<file path="src/rtl/guess_sched.sv">
// ============================================================================
// guess_sched
//
// Sequences the receive path (UART receiver + guess buffer) into the hangman
// game FSM. The receiver is enabled with rec_ready only while listening. Each
// received byte is classified as a letter guess and checked against the
// 26-bit used-letter mask. Fresh letters are offered to the game with a
// valid/ack handshake; game_rdy releases the guess buffer for the same span.
//
// Build option:
//   GUESS_CASE_FOLD_EN  - when defined, lowercase 'a'..'z' fold onto
//                         'A'..'Z' and share their mask bit; otherwise
//                         lowercase bytes are rejected as bad.
//
// Ports:
//   clk, rst        clock, synchronous active-high reset
//   rx_ready        one-cycle strobe, rx_byte valid
//   rx_byte[7:0]    received ASCII byte
//   rx_err          one-cycle framing-error strobe
//   new_game        one-cycle strobe, clear all game history
//   game_ack        game consumed the offered guess
//   rec_ready       receiver enable (high only while listening)
//   game_rdy        buffer release strobe, same as guess_valid
//   guess_valid     guess offered to the game
//   guess_ascii     accepted guess, uppercase ASCII
//   guess_idx       letter index 0 (A) .. 25 (Z)
//   bad_pulse       one cycle: byte is not a legal letter
//   dup_pulse       one cycle: letter already used
//   overrun_pulse   one cycle: byte arrived while not listening
//   err_led         sticky framing-error indicator
//   used_mask       bit i set = letter i already accepted
//   guess_cnt       number of accepted guesses (saturates at 26)
// ============================================================================
module guess_sched #(
    parameter int CNT_W = 5
) (
    input  logic             clk,
    input  logic             rst,
    input  logic             rx_ready,
    input  logic [7:0]       rx_byte,
    input  logic             rx_err,
    input  logic             new_game,
    input  logic             game_ack,
    output logic             rec_ready,
    output logic             game_rdy,
    output logic             guess_valid,
    output logic [7:0]       guess_ascii,
    output logic [4:0]       guess_idx,
    output logic             bad_pulse,
    output logic             dup_pulse,
    output logic             overrun_pulse,
    output logic             err_led,
    output logic [25:0]      used_mask,
    output logic [CNT_W-1:0] guess_cnt
);

    typedef enum logic [1:0] {
        ST_LISTEN = 2'd0,
        ST_CHECK  = 2'd1,
        ST_OFFER  = 2'd2
    } state_t;

    localparam logic [CNT_W-1:0] CNT_MAX = CNT_W'(5'd26);
    localparam logic [CNT_W-1:0] CNT_ONE = CNT_W'(5'd1);

    // Returns {legal, idx}. Both letter ranges start at low-5-bits == 1,
    // so the index is simply the low five bits minus one.
    function automatic logic [5:0] classify(input logic [7:0] b);
        logic [5:0] r;
        r = 6'd0;
        if ((b >= 8'h41) && (b <= 8'h5A)) begin
            r = {1'b1, b[4:0] - 5'd1};
        end
`ifdef GUESS_CASE_FOLD_EN
        else if ((b >= 8'h61) && (b <= 8'h7A)) begin
            r = {1'b1, b[4:0] - 5'd1};
        end
`endif
        else begin
            r = 6'd0;
        end
        return r;
    endfunction

    function automatic logic [25:0] onehot26(input logic [4:0] idx);
        return 26'd1 << idx;
    endfunction

    state_t             state_r, state_next_s;
    logic [4:0]         held_idx_r, held_idx_next_s;
    logic               held_fresh_r, held_fresh_next_s;
    logic               rec_ready_r, rec_ready_next_s;
    logic               valid_r, valid_next_s;
    logic [7:0]         ascii_r, ascii_next_s;
    logic [4:0]         idx_r, idx_next_s;
    logic               bad_r, bad_next_s;
    logic               dup_r, dup_next_s;
    logic               overrun_r, overrun_next_s;
    logic               err_r, err_next_s;
    logic [25:0]        mask_r, mask_next_s;
    logic [CNT_W-1:0]   cnt_r, cnt_next_s;

    logic [5:0]         cls_s;
    logic               rx_used_s;

    // Classify the incoming byte while listening so reject pulses land in CHECK.
    always_comb begin
        cls_s     = classify(rx_byte);
        rx_used_s = |(mask_r & onehot26(cls_s[4:0]));
    end

    // Next-state and next-output computation for every register.
    always_comb begin
        state_next_s      = state_r;
        held_idx_next_s   = held_idx_r;
        held_fresh_next_s = held_fresh_r;
        valid_next_s      = valid_r;
        ascii_next_s      = ascii_r;
        idx_next_s        = idx_r;
        bad_next_s        = 1'b0;
        dup_next_s        = 1'b0;
        overrun_next_s    = 1'b0;
        err_next_s        = err_r | rx_err;
        mask_next_s       = mask_r;
        cnt_next_s        = cnt_r;

        case (state_r)
            ST_LISTEN: begin
                if (rx_ready) begin
                    held_idx_next_s   = cls_s[4:0];
                    held_fresh_next_s = cls_s[5] & ~rx_used_s;
                    bad_next_s        = ~cls_s[5];
                    dup_next_s        = cls_s[5] & rx_used_s;
                    state_next_s      = ST_CHECK;
                end else begin
                    state_next_s      = ST_LISTEN;
                end
            end
            ST_CHECK: begin
                overrun_next_s = rx_ready;
                if (held_fresh_r) begin
                    mask_next_s  = mask_r | onehot26(held_idx_r);
                    if (cnt_r != CNT_MAX) begin
                        cnt_next_s = cnt_r + CNT_ONE;
                    end else begin
                        cnt_next_s = cnt_r;
                    end
                    ascii_next_s = 8'h41 + {3'b000, held_idx_r};
                    idx_next_s   = held_idx_r;
                    valid_next_s = 1'b1;
                    state_next_s = ST_OFFER;
                end else begin
                    state_next_s = ST_LISTEN;
                end
            end
            ST_OFFER: begin
                overrun_next_s = rx_ready;
                if (game_ack) begin
                    valid_next_s = 1'b0;
                    state_next_s = ST_LISTEN;
                end else begin
                    valid_next_s = 1'b1;
                end
            end
            default: begin
                valid_next_s = 1'b0;
                state_next_s = ST_LISTEN;
            end
        endcase

        // new_game wins over everything else in the same cycle, including
        // the mask bit of an offer that is being dropped.
        if (new_game) begin
            state_next_s      = ST_LISTEN;
            held_fresh_next_s = 1'b0;
            valid_next_s      = 1'b0;
            bad_next_s        = 1'b0;
            dup_next_s        = 1'b0;
            overrun_next_s    = 1'b0;
            err_next_s        = 1'b0;
            mask_next_s       = 26'd0;
            cnt_next_s        = '0;
        end else begin
            held_fresh_next_s = held_fresh_next_s;
        end

        rec_ready_next_s = (state_next_s == ST_LISTEN);
    end

    // State register.
    always_ff @(posedge clk) begin
        if (rst) begin
            state_r <= ST_LISTEN;
        end else begin
            state_r <= state_next_s;
        end
    end

    // Datapath and output registers.
    always_ff @(posedge clk) begin
        if (rst) begin
            held_idx_r   <= 5'd0;
            held_fresh_r <= 1'b0;
            rec_ready_r  <= 1'b1;
            valid_r      <= 1'b0;
            ascii_r      <= 8'h00;
            idx_r        <= 5'd0;
            bad_r        <= 1'b0;
            dup_r        <= 1'b0;
            overrun_r    <= 1'b0;
            err_r        <= 1'b0;
            mask_r       <= 26'd0;
            cnt_r        <= '0;
        end else begin
            held_idx_r   <= held_idx_next_s;
            held_fresh_r <= held_fresh_next_s;
            rec_ready_r  <= rec_ready_next_s;
            valid_r      <= valid_next_s;
            ascii_r      <= ascii_next_s;
            idx_r        <= idx_next_s;
            bad_r        <= bad_next_s;
            dup_r        <= dup_next_s;
            overrun_r    <= overrun_next_s;
            err_r        <= err_next_s;
            mask_r       <= mask_next_s;
            cnt_r        <= cnt_next_s;
        end
    end

    assign rec_ready     = rec_ready_r;
    assign guess_valid   = valid_r;
    assign game_rdy      = valid_r;
    assign guess_ascii   = ascii_r;
    assign guess_idx     = idx_r;
    assign bad_pulse     = bad_r;
    assign dup_pulse     = dup_r;
    assign overrun_pulse = overrun_r;
    assign err_led       = err_r;
    assign used_mask     = mask_r;
    assign guess_cnt     = cnt_r;

endmodule

</file>
<file path="config.mk">
export PLATFORM = sky130hd
export DESIGN_NAME = guess_sched
export DESIGN_NICKNAME = d
export VERILOG_FILES = /design/src/rtl/guess_sched.sv
export SDC_FILE = /design/constraint.sdc
export NUM_CORES = 1
export LEC_CHECK = 0
export ABC_AREA = 1
export CAP_MARGIN = 20
export CORE_ASPECT_RATIO = 1.2
export CORE_MARGIN = 3
export CORE_UTILIZATION = 40
export DETAILED_ROUTE_END_ITERATION = 16
export GPL_TIMING_DRIVEN = 0
export PLACE_DENSITY = 0.67
export SLEW_MARGIN = 20
export SYNTH_ARGS = -nofsm -noshare
export SYNTH_HDL_FRONTEND = slang
export SYNTH_SLANG_ARGS = --single-unit
</file>
<file path="constraint.sdc">
create_clock -name clk -period 2.3 [get_ports clk]
set_input_delay 0.46 -clock clk [delete_from_list [all_inputs] [get_ports clk]]
set_output_delay 0.46 -clock clk [all_outputs]
set_load 0.05 [all_outputs]
</file>
==> metrics.txt, run 1 <==
number of vias per cell 5.08; Site Rows 32; CTS tree built; static leakage 1.54 nW; crit-path max cell delay approximately 0.46 ns; Critical Path RT 2.56 ns; # setup viols final 0; Cell Area, Synth 2730 um^2; H-tree levels 3; Layout Utilization 0.590; Detailed Routing Iterations Pass 1 5; nets 486; Routed WL per cell 14.1 um; clk_lat worst skew 0.33 ns; Overall Global Routing Usage 0.207; Worst-path clk slew 0.06 ns; largest net degree at the start of global routing 11; floorplan core area around 6500 um^2; CP dominant cell by count buf_4; CP Cell Sequence clkdlybuf4s50_1 -> nor3b_4 -> nand4_1 -> buf_4 -> buf_4 -> buf_4 -> buf_4 -> buf_4 -> buf_4 -> a21oi_1; cells on worst reg2reg path 8; share of layout cells above drive strength 1 0.137; drt drc 0; Non-Filler Instances about 550; PwrDens approximately 560 nW/um^2; Final Max Tran Viols 0; Die ar. 7860 um^2; total I/O pin count 65; Slew HR 0.586; Placed Cells roughly 520; Crit Path Class primary input to flip-flop; # clock sinks 57; Syn Area/Cell roughly 7.4 um^2; #FFs+latches synth 57; Die Span X just over 80 um; CP max FO 4; total CTS buffers 9; Tcrit/Tclk final 0.958; Worst VDD drop 0.459 mV; ANT nets after route 0; deepest clock path buffer count 2; Via Count around 2800; Hold Path Class flip-flop to flip-flop; Warnings, synthesis 0; Area growth syn-to-layout 41.0%; Post-Route WL 7700 um; initial antenna violation count 0; status finished clean; Critical Path Sink Type flip-flop; # diodes 0; number of global-route vias before repair 2561; Syn Inst Count 370; port buffer count between 60 and 70; post-synthesis cell type count 32; Root Driver clkbuf_8; Tmin final 2.20 ns; syn_nets about 400; maximum achievable frequency ~0.45 GHz; post-route setup TNS 0 ns; Tot Pwr 2.14 mW; number of flops mapped to enable cells by yosys 0; grt total ovfl 0; critical path arrival 2.47 ns; Worst-Margin Slew 0.622 ns; Max-cap violations 0; Hold WS 0.468 ns; DRT iter0 DRCs approximately 220; first-pass GRT wire length 12400 um; most used flip-flop cell after synthesis dfxtp_1; Final Hold Violating Endpoints 0; register area share after synthesis 0.418; Hold Path Stages 2; Slowest-stage cell, CP clkdlybuf4s50_1; Initial Utilization 0.418; CP startpoint kind primary input; clock skew 0.00347 ns; Die Ht between 90 and 100 um; Async SR Flop Fraction 0; GPL Wtd Cong around 0.86; DP HPWL 5560 um
==> stage by stage <==
step,worst slack [ns],cell area [um^2]
2_1_floorplan,0.234,2730
3_3_place_gp,-0.718,3470
3_5_place_dp,-0.711,3470
4_1_cts,0.000237,3740
5_1_grt,-0.0122,3850
6_report,0.0956,3850
==> cells in the mapped netlist, types with 2 or more instances <==
library cell,instances,area (um^2)
o21ai_0,16,80.1
o21a_1,2,15.0
inv_1,39,146
nor2_1,73,274
inv_2,3,11.3
dfxtp_1,57,1140
nand3_2,2,20.0
ha_1,15,188
nand4_1,13,81.3
nor3_1,5,25.0
o21bai_1,3,22.5
nand2_1,52,195
a31oi_1,4,25.0
nor2_2,2,12.5
buf_4,2,15.0
a21oi_1,39,195
clkbuf_1,11,41.3
nand3_1,17,85.1
a211oi_1,2,15.0
==> per-layer routing <==
| layer | share of wire | track usage | vias to the layer above |
|---|---|---|---|
| met1 | 0.44 | 0.271 | 1265 |
| met5 | 0 | 0 | - |
| met4 | 0.023 | 0.0930 | 0 |
| met3 | 0.056 | 0.0510 | 17 |
| li1 | - | - | 1381 |
| met2 | 0.48 | 0.321 | 110 |
==> path summary, 6_finish.rpt <==
check,slack (ns),startpoint,to
min,0.47,guess_ascii[5],guess_ascii[5]
min reg2reg,0.47,guess_ascii[5],guess_ascii[5]
max reg2reg,0.35,state_r[1],used_mask[0]
max,0.1,rx_byte[6],held_idx_r[1]
==> worst max-delay path: cells and delay by family <==
family                 cells  cell delay [ns]
buffers and inverters      7             1.30
AND/OR/NAND/NOR            2             0.56
AO/OA/AOI/OAI              1             0.12
==> flip-flops by register name, summed over array words and instances, names as in the netlist, 2 cells and up <==
register / cells
guess_ascii: 7
guess_cnt: 5
guess_idx: 5
held_idx_r: 5
state_r: 2
used_mask: 26
==> kinds of logic after synthesis <==
group	share of synthesized area
and+or+nand+nor	0.281
AOI/OAI and AO/OA	0.142
DFF	0.418
xor gates and xnor gates	0.00596
adders and majority gates	0.0687
buffers and inverters	0.0825
other	0.00137
==> what timing repair did <==
action | CTS | global route
pin swaps | 3 | 7
buffers inserted | 7 | 6
hold buffers | 0 | 0
gates resized for setup | 11 | 20
setup endpoints to repair | 2 | 3
==> power breakdown <==
group | leakage (nW) | switching (mW) | internal [mW]
combinational | 0.976 | 0.134 | 0.0758
sequential | 0.461 | 0.00723 | 0.997
clock | 0.102 | 0.382 | 0.550
==> cell type report <==
cell class                 count  area, um^2
fill                         624        2680
multi-input combinational    257        1450
sequential                    57        1140
timing repair buffer          76         731
inverter                      42         163
clock buffer                  12         155
tap                           85         106
buffer                        14        67.6
clock inverter                 3        40.0
==> cell usage in the layout, fill, tap and decap left out, types with 13 or more instances in the layout <==
| cell type | count |
|---|---|
| a21oi_1 | 39 |
| buf_4 | 15 |
| clkdlybuf4s50_1 | 59 |
| dfxtp_1 | 57 |
| ha_1 | 14 |
| inv_1 | 36 |
| nand2_1 | 48 |
| nand3_1 | 15 |
| nand4_1 | 13 |
| nor2_1 | 68 |
| o21ai_0 | 16 |
Note: power is estimated with default switching activity, not from simulation.
==> run 2, diff against run 1 <==
RECOVER_POWER = 50   (was not set)
==> metrics.txt, run 2 (synthesis gave the netlist of run 1 again) <==
CP startpoint kind primary input; Max-cap violations 0; Detailed Routing Iterations Pass 1 5; Final Max Tran Viols 0; port buffer count between 60 and 70; initial antenna violation count 0; CP Cell Sequence clkdlybuf4s50_1 -> nor3b_4 -> nand4_1 -> buf_4 -> buf_4 -> buf_4 -> buf_4 -> buf_4 -> buf_4 -> a21oi_1; Non-Filler Instances 546; Tmin final 2.21 ns; Slowest-stage cell, CP clkdlybuf4s50_1; Worst VDD drop around 0.46 mV; Critical Path RT 2.56 ns; floorplan core area 6530 um^2; DP HPWL ~5600 um; number of vias per cell 5.00; Worst-Margin Slew 0.644 ns; fin area just under 4000 um^2; Critical Path Sink Type flip-flop; CTS tree built; largest net degree at the start of global routing 11; max FFs per register 26; Hold EP guess_ascii[5]; Tcrit/Tclk final 0.961; CP max FO 4; DP Area about 3500 um^2; Root Driver clkbuf_8; worst reg2reg endpoint used_mask[0]; Hold Path Class flip-flop to flip-flop; drt drc 0; cells on worst reg2reg path 8; Routed WL per cell 14.1 um; total CTS buffers 9; critical path arrival 2.47 ns; Placed Cells 518; # clock sinks 57; status finished clean; total I/O pin count 65; Die ar. between 7000 and 8000 um^2; Final Hold Violating Endpoints 0; worst r2r src state_r[1]; Slew HR 0.570; number of global-route vias before repair 2561; Crit Path Class primary input to flip-flop; grt total ovfl 0; H-tree levels 3; Die Span X approximately 81 um; Tot Pwr ~2.1 mW; commonest non-fill, non-tap cell in the layout nor2_1; clock skew 0.00382 ns; Worst-path clk slew 0.06 ns; share of layout cells above drive strength 1 0.137; Via Count roughly 2700; clk_lat worst skew 0.33 ns; Reg2Reg Setup Slack 0.35 ns; # setup viols final 0; static leakage 1.56 nW; ANT nets after route 0; DRT iter0 DRCs 239; HP Start guess_ascii[5]; Area growth syn-to-layout 41.0%; Die Ht about 97 um; critical path's top delay family buffers and inverters; Hold Path Stages 2; GPL Wtd Cong 0.861; PwrDens 556 nW/um^2; # diodes 0; CP dominant cell by count buf_4; deepest clock path buffer count 2; WP buf/inv 7; Layout Utilization 0.590; Post-Route WL roughly 7700 um; nets 486; maximum achievable frequency 0.453 GHz; CTS hold repair buffers 0; Initial Utilization 0.418; first-pass GRT wire length 12400 um; Overall Global Routing Usage 0.207; crit-path max cell delay 0.46 ns; commonest cells after routing, fill and taps aside nor2_1, dfxtp_1, clkdlybuf4s50_1, nand2_1, a21oi_1; Site Rows 32
==> run 2: worst max-delay path by stage <==
| stage | start | end | depth (start not counted) | slack (ns) |
|---|---|---|---|---|
| 2_1_floorplan | rx_byte[0] | held_fresh_r | 14 | 0.23 |
| 3_3_place_gp | rx_byte[0] | held_fresh_r | 15 | -0.72 |
| 3_5_place_dp | rx_byte[0] | held_fresh_r | 15 | -0.71 |
| 4_1_cts | rx_byte[1] | held_fresh_r | 15 | 0.0002 |
| 5_1_grt | rx_byte[6] | held_idx_r[1] | 10 | -0.01 |
| 6_report | rx_byte[6] | held_idx_r[1] | 10 | 0.09 |
==> run 2: tightest hold or removal path, cell delays in order (launching register included) <==
cell and delay [ns]:
dfxtp_1 0.31, nand2_1 0.06, a21oi_1 0.06
==> run 2: area by class of cell <==
type | instances | area (um^2)
timing repair buffer | 76 | 731
multi-input combinational | 257 | 1450
sequential | 57 | 1140
fill | 624 | 2680
clock buffer | 12 | 155
tap | 85 | 106
clock inverter | 3 | 40.0
buffer | 14 | 67.6
inverter | 42 | 163
==> run 2: through the flow <==
step                worst slack [ns]  setup TNS, ns  hold slack [ns]
floorplan                      0.234              0            0.469
global placement              -0.718          -1.58            0.455
detailed placement            -0.711          -1.53            0.459
CTS                         0.000237              0            0.471
global route                 -0.0122        -0.0122            0.494
finish                        0.0903              0            0.468
==> run 2: layer usage <==
layer | wire length, um | vias to the layer above | global-route usage
met5 | 0 | - | 0
met4 | 149 | 0 | 0.0930
met3 | 431 | 12 | 0.0510
met2 | 3680 | 104 | 0.321
met1 | 3430 | 1235 | 0.271
li1 | - | 1379 | -
==> run 2: power breakdown <==
| part | switching, mW | internal (mW) |
|---|---|---|
| sequential | 0.00709 | 0.997 |
| clock | 0.379 | 0.550 |
| combinational | 0.134 | 0.0749 |
==> run 2: timing repair <==
item / in CTS / in global routing
pin swaps: 3 / 7
endpoints found under the setup margin: 2 / 3
resized for setup: 11 / 20
setup buffers: 7 / 6
==> run 3, diff against run 2 <==
CAP_MARGIN = not set   (was 20)
==> results of run 3 <==
Same layout as run 2: the final DEF is identical, and so are final timing and power.
